<file path="src/rtl/mem_bus_arbiter_pkg.sv">
// mem_bus_arbiter_pkg: shared types and constants for the ibus/dbus memory arbiter.
package mem_bus_arbiter_pkg;
    localparam int MEM_ADDR_W = 32;
    localparam int MEM_DATA_W = 32;

    localparam logic [1:0] MSIZE_BYTE = 2'd0;
    localparam logic [1:0] MSIZE_HALF = 2'd1;
    localparam logic [1:0] MSIZE_WORD = 2'd2;

    typedef enum logic [1:0] {IDLE, REQ, WAIT} arb_state_t;
    typedef enum logic [1:0] {G_NONE, G_I, G_D} grant_t;

    typedef struct packed {
        logic                  write;
        logic [MEM_ADDR_W-1:0] addr;
        logic [1:0]            size;
        logic [3:0]            strobe;
        logic [MEM_DATA_W-1:0] wdata;
    } mem_req_t;
endpackage

</file>
<file path="src/rtl/mem_bus_arbiter_starve_counter.sv">
// arb_starve_counter: counts dbus wins over a waiting ibus and forces an ibus grant at the limit.
module arb_starve_counter
    import mem_bus_arbiter_pkg::*;
#(
    parameter int LIMIT = 4
) (
    input  logic clk,
    input  logic reset,
    input  logic arb_i,
    input  logic i_valid_i,
    input  logic gnt_i_i,
    input  logic gnt_d_i,
    output logic force_i_o
);
    localparam int W = $clog2(LIMIT + 1);

    logic [W-1:0] cnt_q, cnt_d;

    assign force_i_o = cnt_q == W'(LIMIT);

    always_comb begin
        cnt_d = cnt_q;
        if (arb_i)
            cnt_d = (!i_valid_i || gnt_i_i) ? '0 :
                    (gnt_d_i && !force_i_o) ? cnt_q + 1'b1 : cnt_q;
    end

    always_ff @(posedge clk) begin
        if (reset)
            cnt_q <= '0;
        else
            cnt_q <= cnt_d;
    end
endmodule

</file>
<file path="src/rtl/mem_bus_arbiter.sv">
// mem_bus_arbiter: shares one single-outstanding memory port between ibus and dbus,
// dbus first, with a starvation guard that periodically forces an ibus grant.
module mem_bus_arbiter
    import mem_bus_arbiter_pkg::*;
#(
    parameter int ADDR_W       = MEM_ADDR_W,
    parameter int DATA_W       = MEM_DATA_W,
    parameter int STARVE_LIMIT = 4
) (
    input  logic              clk,
    input  logic              reset,
    input  logic              i_valid,
    input  logic [ADDR_W-1:0] i_addr,
    output logic              i_addr_ok,
    output logic              i_data_ok,
    output logic [DATA_W-1:0] i_data,
    input  logic              d_valid,
    input  logic              d_write,
    input  logic [ADDR_W-1:0] d_addr,
    input  logic [1:0]        d_size,
    input  logic [3:0]        d_strobe,
    input  logic [DATA_W-1:0] d_wdata,
    output logic              d_addr_ok,
    output logic              d_data_ok,
    output logic [DATA_W-1:0] d_rdata,
    output logic              m_req_valid,
    output logic              m_req_write,
    output logic [ADDR_W-1:0] m_req_addr,
    output logic [1:0]        m_req_size,
    output logic [3:0]        m_req_strobe,
    output logic [DATA_W-1:0] m_req_wdata,
    input  logic              m_req_ready,
    input  logic              m_resp_valid,
    input  logic [DATA_W-1:0] m_resp_data,
    output logic              busy
);
    arb_state_t state_q, state_d;
    grant_t     grant_q, grant_d;
    mem_req_t   req_q, req_d;
    logic       force_i, idle, gnt_i, gnt_d, accept, resp;

    assign idle   = state_q == IDLE;
    assign gnt_i  = idle && i_valid && (!d_valid || force_i);
    assign gnt_d  = idle && d_valid && !gnt_i;
    assign accept = state_q == REQ && m_req_ready;
    // a response only counts once the request is being or has been accepted
    assign resp   = m_resp_valid && (accept || state_q == WAIT);

    arb_starve_counter #(.LIMIT(STARVE_LIMIT)) u_starve (
        .clk       (clk),
        .reset     (reset),
        .arb_i     (idle),
        .i_valid_i (i_valid),
        .gnt_i_i   (gnt_i),
        .gnt_d_i   (gnt_d),
        .force_i_o (force_i)
    );

    always_comb begin
        state_d = state_q;
        grant_d = grant_q;
        req_d   = req_q;
        if (gnt_d) begin
            state_d = REQ;
            grant_d = G_D;
            req_d   = '{write: d_write, addr: MEM_ADDR_W'(d_addr), size: d_size,
                        strobe: d_write ? d_strobe : 4'h0, wdata: MEM_DATA_W'(d_wdata)};
        end else if (gnt_i) begin
            state_d = REQ;
            grant_d = G_I;
            req_d   = '{write: 1'b0, addr: MEM_ADDR_W'(i_addr), size: MSIZE_WORD,
                        strobe: 4'h0, wdata: '0};
        end else if (resp) begin
            state_d = IDLE;
            grant_d = G_NONE;
        end else if (accept) begin
            state_d = WAIT;
        end
    end

    always_ff @(posedge clk) begin
        if (reset) begin
            state_q <= IDLE;
            grant_q <= G_NONE;
            req_q   <= '0;
        end else begin
            state_q <= state_d;
            grant_q <= grant_d;
            req_q   <= req_d;
        end
    end

    assign m_req_valid  = state_q == REQ;
    assign m_req_write  = req_q.write;
    assign m_req_addr   = ADDR_W'(req_q.addr);
    assign m_req_size   = req_q.size;
    assign m_req_strobe = req_q.strobe;
    assign m_req_wdata  = DATA_W'(req_q.wdata);

    assign i_addr_ok = accept && grant_q == G_I;
    assign d_addr_ok = accept && grant_q == G_D;
    assign i_data_ok = resp && grant_q == G_I;
    assign d_data_ok = resp && grant_q == G_D;
    assign i_data    = i_data_ok ? m_resp_data : '0;
    assign d_rdata   = d_data_ok ? m_resp_data : '0;
    assign busy      = !idle;
endmodule

</file>
<file path="config.mk">
export PLATFORM = sky130hd
export DESIGN_NAME = mem_bus_arbiter
export DESIGN_NICKNAME = d
export VERILOG_FILES = /design/src/rtl/mem_bus_arbiter_pkg.sv /design/src/rtl/mem_bus_arbiter_starve_counter.sv /design/src/rtl/mem_bus_arbiter.sv
export SDC_FILE = /design/constraint.sdc
export NUM_CORES = 1
export LEC_CHECK = 0
export CORE_MARGIN = 3
export CORE_UTILIZATION = 35
export DETAILED_ROUTE_END_ITERATION = 10
export HOLD_SLACK_MARGIN = 0.1
export PLACE_DENSITY = 0.81
export SYNTH_ARGS = -nofsm -noshare
export SYNTH_HDL_FRONTEND = slang
export SYNTH_SLANG_ARGS = --single-unit
</file>
<file path="constraint.sdc">
create_clock -name clk -period 1.7 [get_ports clk]
set_input_delay 0.17 -clock clk [delete_from_list [all_inputs] [get_ports clk]]
set_output_delay 0.17 -clock clk [all_outputs]
set_load 0.005 [all_outputs]
</file>
==> reports/results.ini, run 1 <==
[sta]
rsz0062_at_grt = true
finClkSkew_ns = 0.00990
finalMaxSlewViolations = 0
worst_pin_slew_ns = 0.645
setup_violations = 66
finalHoldViolCount = 0
relSlewSlack_pct = 57.0
period_needed_ns = 1.98
fmax_mhz = 505
timing.final.crit_share_pct = 116
fin_tns_setup_ns = -12.18
layout_setup_ws_ns = -0.278

[floorplanning]
die_w_um = 112
ios = 282
core_um2 = 10900
die_area_um2 = 12600
rows = 38
die-height_um = 112
initial_core_util_pct = 36.0

[routing]
drt_iter0_drc = 241
via_per_inst = 4.97
postRouteAntennaNets = 0
wire_per_inst_um = 18.0
wl_um = 15700
drtPass1Iterations = 5
drc = 0
vias = 4352

[grt]
antenna_found_initial = 0
grt_pass1_wl_um = 23700
grt_max_degree = 44
overflow = 0
grt_pass1_vias = 4428
track_usage_pct = 23.1

[yosys]
yosys.area.top_type_share_pct = 39.7
synthCells = 429
synth-seq-area-share_pct = 39.7
yosysUniqueCellTypes = 36
yosys.area.top_type = dfxtp_1
ys_ff_latch = 78
synth_area_leaders = dfxtp_1 (40%), nor2_1 (10%), nor4_2 (9.9%), and2_1 (8.7%), nor3_2 (7.6%)
avgSynthCellArea_um2 = 9.18
synth_nets = 572
yosysWarnings = 0
syn-cell-area_um2 = 3940

[finish]
final_cell_mix = clkdlybuf4s50_1 (210), nor2_1 (110), dfxtp_1 (76)
final_layout_size_suffix_gt1_share_pct = 34.7
fin_nets = 872
fill_cells = 795
final_common_cell = clkdlybuf4s50_1
syn2layout_area_growth_pct = 96.9

[place]
dp_worst_setup_slack_ns = -0.412
post-dp-hpwl_um = 10600
port_buffers = 281
gp_congestion = 0.890

[worst_setup_path]
critPathRequiredTime_ns = 1.53
arrival_ns = 1.81
r2r.worst_path.cells = 7
cp-end-kind = primary output
path_max_fanout = 8
cp-start-kind = flip-flop
setup.worst_path.class = flip-flop to primary output

[clock_tree]
ctsHtreeMaxLevel = 3
cts_hold_buffers = 0
cts-root-buf = clkbuf_16
insertion_delay_ns = 0.33
clock_sinks = 78
cts.clk_slew.worst_paths_ns = 0.06
cts_tree = built
clockBufferDepth = 2
numCtsBuffers = 9

[power_and_ir_drop]
p_per_area_nw_per_um2 = 752
finalPower_mw = 5.83
leakage_nw = 3.13
ir_drop_mv = 0.478

[min_path]
holdPathStages = 2
hold_class = input port to flip-flop

[run]
drv_cap = 0

[status]
status = finished, violations left
violations = setup timing

==> metrics by stage <==
step / hold WS (ns) / std cells / instance area (um2) / util [%]
2_1_floorplan: 0.332 / 429 / 3940 / -
3_3_place_gp: 0.472 / 836 / 6930 / 63.4
3_5_place_dp: 0.474 / 836 / 6930 / 63.4
4_1_cts: 0.354 / 867 / 7580 / 69.3
5_1_grt: 0.370 / 874 / 7750 / 70.8
6_report: 0.356 / 875 / 7750 / 70.9
==> metal layers <==
| layer | routed length [um] | GRT usage (%) | share of wire, % | vias to the layer above |
|---|---|---|---|---|
| met5 | 0 | 0 | 0 | - |
| met4 | 327 | 6.49 | 2.1 | 0 |
| met3 | 1110 | 6.95 | 7.0 | 28 |
| met2 | 8010 | 39.2 | 51 | 182 |
| met1 | 6300 | 28.5 | 40 | 2061 |
| li1 | - | - | - | 2081 |
==> state kept, by name, summed over array words and instances, names as in the netlist <==
signal          count
state_q             2
m_req_addr         32
m_req_size          2
grant_q             2
m_req_wdata        32
m_req_write         1
u_starve.cnt_q      3
m_req_strobe        4
==> cells by family (layout without fill, tap and decap cells) <==
| logic type | after synthesis | in the layout | synth area share (%) |
|---|---|---|---|
| AOI/OAI and AO/OA | 48 | 48 | 9.31 |
| adders and majority gates | 2 | 2 | 0.636 |
| and+or+nand+nor | 260 | 261 | 42.9 |
| buffers and inverters | 40 | 344 | 7.22 |
| muxes | 1 | 1 | 0.254 |
| other | 0 | 1 | 0 |
| DFF | 78 | 78 | 39.7 |
==> synthesized netlist by cell type <==
cell,instances
nor2_1,110
dfxtp_1,78
and2_1,55
a22oi_1,35
nor4_2,31
nor3_2,30
buf_2,11
clkbuf_1,11
and2_2,9
buf_6,8
a32oi_1,5
a21oi_1,4
nor2_4,4
nor3_1,4
buf_12,3
buf_4,3
nand2_1,3
nand3_1,3
ha_1,2
inv_1,2
nand2b_1,2
o21ai_0,2
a31oi_4,1
and2b_4,1
and3_1,1
and3b_2,1
and4_1,1
and4b_1,1
buf_1,1
inv_2,1
mux2i_1,1
nand3b_1,1
nor2b_1,1
nor4_1,1
o21ai_2,1
or2b_1,1
==> critical path, cell delays in order (launching register included) <==
cell     delay (ns)
dfxtp_2        0.33
and2b_4        0.26
a31oi_4        0.11
buf_6          0.14
nor2_4         0.13
buf_6          0.15
buf_16         0.12
and2_4         0.14
buf_2          0.10
==> path summary, 6_finish.rpt <==
check	startpoint	slack [ns]	end
setup reg to reg	u_starve.cnt_q[0]	0.13	m_req_addr[1]
setup / recovery	state_q[1]	-0.28	i_data[12]
hold reg to reg	grant_q[1]	0.48	grant_q[1]
hold / removal	reset	0.36	u_starve.cnt_q[1]
==> power by group <==
group	switching, mW	internal [mW]	total (mW)
Sequential	0.0858	1.99	2.08
Clock	0.750	1.37	2.12
Combinational	0.693	0.934	1.63
Total	1.53	4.30	5.83
==> repair_timing <==
item	CTS	global route
setup endpoints to repair	70	128
gates cloned	7	5
resized for setup	367	32
endpoints found under the hold margin	0	0
buffers inserted	8	4
pin swaps	47	8
==> cell type report <==
cell class,count,area (um2),share of cell area (%)
Sequential cell,78,1560,20.2
Timing Repair Buffer,325,3420,44.1
Tap cell,140,175,2.26
Antenna cell,1,2.50,0.0323
Clock buffer,12,256,3.31
Inverter,3,11.3,0.145
Clock inverter,4,77.6,1.00
Multi-Input combinational cell,312,2240,28.9
(Power assumes the default switching activity.)
==> run 2, diff against run 1 <==
SKIP_CTS_REPAIR_TIMING = 1   (was unset)
==> run 2 against run 1 <==
Sequential share of layout area is 1.3 points higher. Final cell count decreased by 1.3%. Maximum frequency decreased by 8.5%. Worst setup slack worse by 0.18 ns. First-iteration DRC count shrank 15%. Register-to-register slack got worse by 0.02 ns. The run still ends with setup timing left. Combinational power down 2%. Sequential power barely moved. Critical path type unchanged. Final area down 6.1%.
==> reports/results.ini, run 2 (synthesis results as in run 1) <==
[routing]
vias = 4218  ; was 4352
drc = 0  ; unchanged
wl_um = 14500  ; was 15700 um
postRouteAntennaNets = 0  ; unchanged
wire_per_inst_um = 16.8  ; was 18.0 um
drt_iter0_drc = 205  ; was 241
via_per_inst = 4.88  ; was 4.97
drtPass1Iterations = 4  ; was 5

[sta]
finalMaxSlewViolations = 0  ; unchanged
rsz0062_at_grt = true  ; unchanged
fmax_mhz = 462  ; was 505 MHz
setup_violations = 64  ; was 66
relSlewSlack_pct = 56.7  ; was 57.0%
hold-worst-slack_ns = 0.360  ; was 0.356 ns
finalHoldViolCount = 0  ; unchanged
timing.final.crit_share_pct = 127  ; was 116%
worst_pin_slew_ns = 0.650  ; was 0.645 ns
layout_setup_ws_ns = -0.463  ; was -0.278 ns
finClkSkew_ns = 0.0102  ; was 0.00990 ns
period_needed_ns = 2.16  ; was 1.98 ns

[worst_setup_path]
crit_family = buffers and inverters  ; was simple AND/OR/NAND/NOR gates
path_max_fanout = 33  ; was 8
cp_slowest_cell = clkdlybuf4s50_1  ; was dfxtp_2
setup.worst_path.class = flip-flop to primary output  ; unchanged
critPathBufInv = 2  ; was 4
critPathMaxStageDelay_ns = 0.50  ; was 0.33 ns
arrival_ns = 1.99  ; was 1.81 ns
cp-start-kind = flip-flop  ; unchanged
critPathRequiredTime_ns = 1.53  ; about the same
cp-end-kind = primary output  ; unchanged
worstPathCellList = and2b_4 -> a31oi_4 -> nor2_4 -> buf_12 -> and2_1 -> clkdlybuf4s50_1  ; was and2b_4 -> a31oi_4 -> buf_6 -> nor2_4 -> buf_6 -> buf_16 -> and2_4 -> buf_2

[power_and_ir_drop]
switching_share_pct = 26.0  ; was 26.2%
leakage_nw = 3.17  ; was 3.13 nW
p_sw_mw = 1.51  ; was 1.53 mW
p_comb_share_pct = 27.5  ; was 27.9%
ir_drop_mv = 0.477  ; was 0.478 mV
clkPwrFrac_pct = 36.7  ; was 36.4%
p_seq_share_pct = 35.8  ; was 35.6%
p_int_mw = 4.29  ; was 4.30 mW
p_per_area_nw_per_um2 = 797  ; was 752 nW/um2

[floorplanning]
initial_core_util_pct = 36.0  ; unchanged
core_um2 = 10900  ; unchanged
rows = 38  ; unchanged
die_area_um2 = 12600  ; unchanged
die-height_um = 112  ; unchanged
ios = 282  ; unchanged
die_w_um = 112  ; unchanged

[finish]
fin_nets = 861  ; was 872
final_util_pct = 66.5  ; was 70.9%
final_cell_mix = clkdlybuf4s50_1 (217), nor2_1 (110), dfxtp_1 (76)  ; was clkdlybuf4s50_1 (210), nor2_1 (110), dfxtp_1 (76)
syn2layout_area_growth_pct = 84.8  ; was 96.9%
fill_cells = 884  ; was 795
final_layout_size_suffix_gt1_share_pct = 25.2  ; was 34.7%
final_common_cell = clkdlybuf4s50_1  ; unchanged

[status]
violations = setup timing  ; unchanged
status = finished, violations left  ; unchanged

[run]
drv_cap = 0  ; unchanged

[grt]
grt_max_degree = 44  ; unchanged
track_usage_pct = 21.5  ; was 23.1%
grt_pass1_wl_um = 22300  ; was 23700 um
antenna_found_initial = 0  ; unchanged
grt_pass1_vias = 4261  ; was 4428
overflow = 0  ; unchanged

[min_path]
hold_class = input port to flip-flop  ; unchanged

[clock_tree]
clockBufferDepth = 2  ; unchanged
cts.clk_slew.worst_paths_ns = 0.06  ; about the same
ctsHtreeMaxLevel = 3  ; unchanged
insertion_delay_ns = 0.33  ; about the same
cts_tree = built  ; unchanged
cts-root-buf = clkbuf_16  ; unchanged
clock_sinks = 78  ; unchanged
numCtsBuffers = 9  ; unchanged

[place]
gp_congestion = 0.890  ; unchanged
post-dp-hpwl_um = 10600  ; unchanged
port_buffers = 281  ; unchanged

==> run 2: cell count changes in the layout (fill, tap and decap cells not counted), moves of 6 or more <==
cell,previous run,this run
buf_2,13,0
buf_6,62,4
dlymetal6s2s_1,1,18
and2_2,0,8
buf_16,6,0
and2_4,53,6
clkbuf_2,1,43
clkdlybuf4s50_1,210,217
and2_1,11,50
==> run 2: final timing paths <==
kind,slack (ns),start,depth (start not counted),end
setup / recovery,-0.46,state_q[1],6,i_data[25]
hold / removal,0.36,reset,2,u_starve.cnt_q[1]
hold reg to reg,0.48,grant_q[1],2,grant_q[1]
setup reg to reg,0.11,state_q[0],8,m_req_addr[24]
==> run 2: layout make-up <==
class / count / area (um2) / area share, %
Timing Repair Buffer: 315 / 3070 / 42.2
Multi-Input combinational cell: 311 / 2120 / 29.1
Sequential cell: 78 / 1560 / 21.5
Clock buffer: 12 / 256 / 3.53
Tap cell: 140 / 175 / 2.41
Clock inverter: 4 / 77.6 / 1.07
Inverter: 3 / 11.3 / 0.155
Antenna cell: 1 / 2.50 / 0.0344
==> run 2: layer usage <==
layer	track usage [%]	share of wire, %	wire (um)
met1	25.9	40	5870
met2	37.3	50	7340
met3	6.74	7.3	1060
met4	5.69	1.8	264
met5	0	0	0
==> run 2: power by group through the flow <==
stage / clock network, mW / registers, mW / logic, mW
CTS: 2.18 / 2.08 / 1.53
global route: 2.26 / 2.09 / 1.72
floorplan: 0 / 2.12 / 0.650
detailed placement: 0 / 2.11 / 1.53
global placement: 0 / 2.11 / 1.50
finish: 2.13 / 2.08 / 1.59
==> run 2: per-stage QoR <==
stage | cell area (um2) | TNS (ns) | setup slack, ns | total power [mW] | instances
final | 7270 | -8.26 | -0.463 | 5.80 | 864
after global routing | 7270 | -12.91 | -0.545 | 6.07 | 863
after CTS | 7260 | -31.99 | -0.521 | 5.79 | 852
after detailed placement | 6930 | -24.02 | -0.412 | 3.64 | 836
after global placement | 6930 | -21.38 | -0.360 | 3.60 | 836
after floorplan | 3940 | 0 | 0.224 | 2.77 | 429
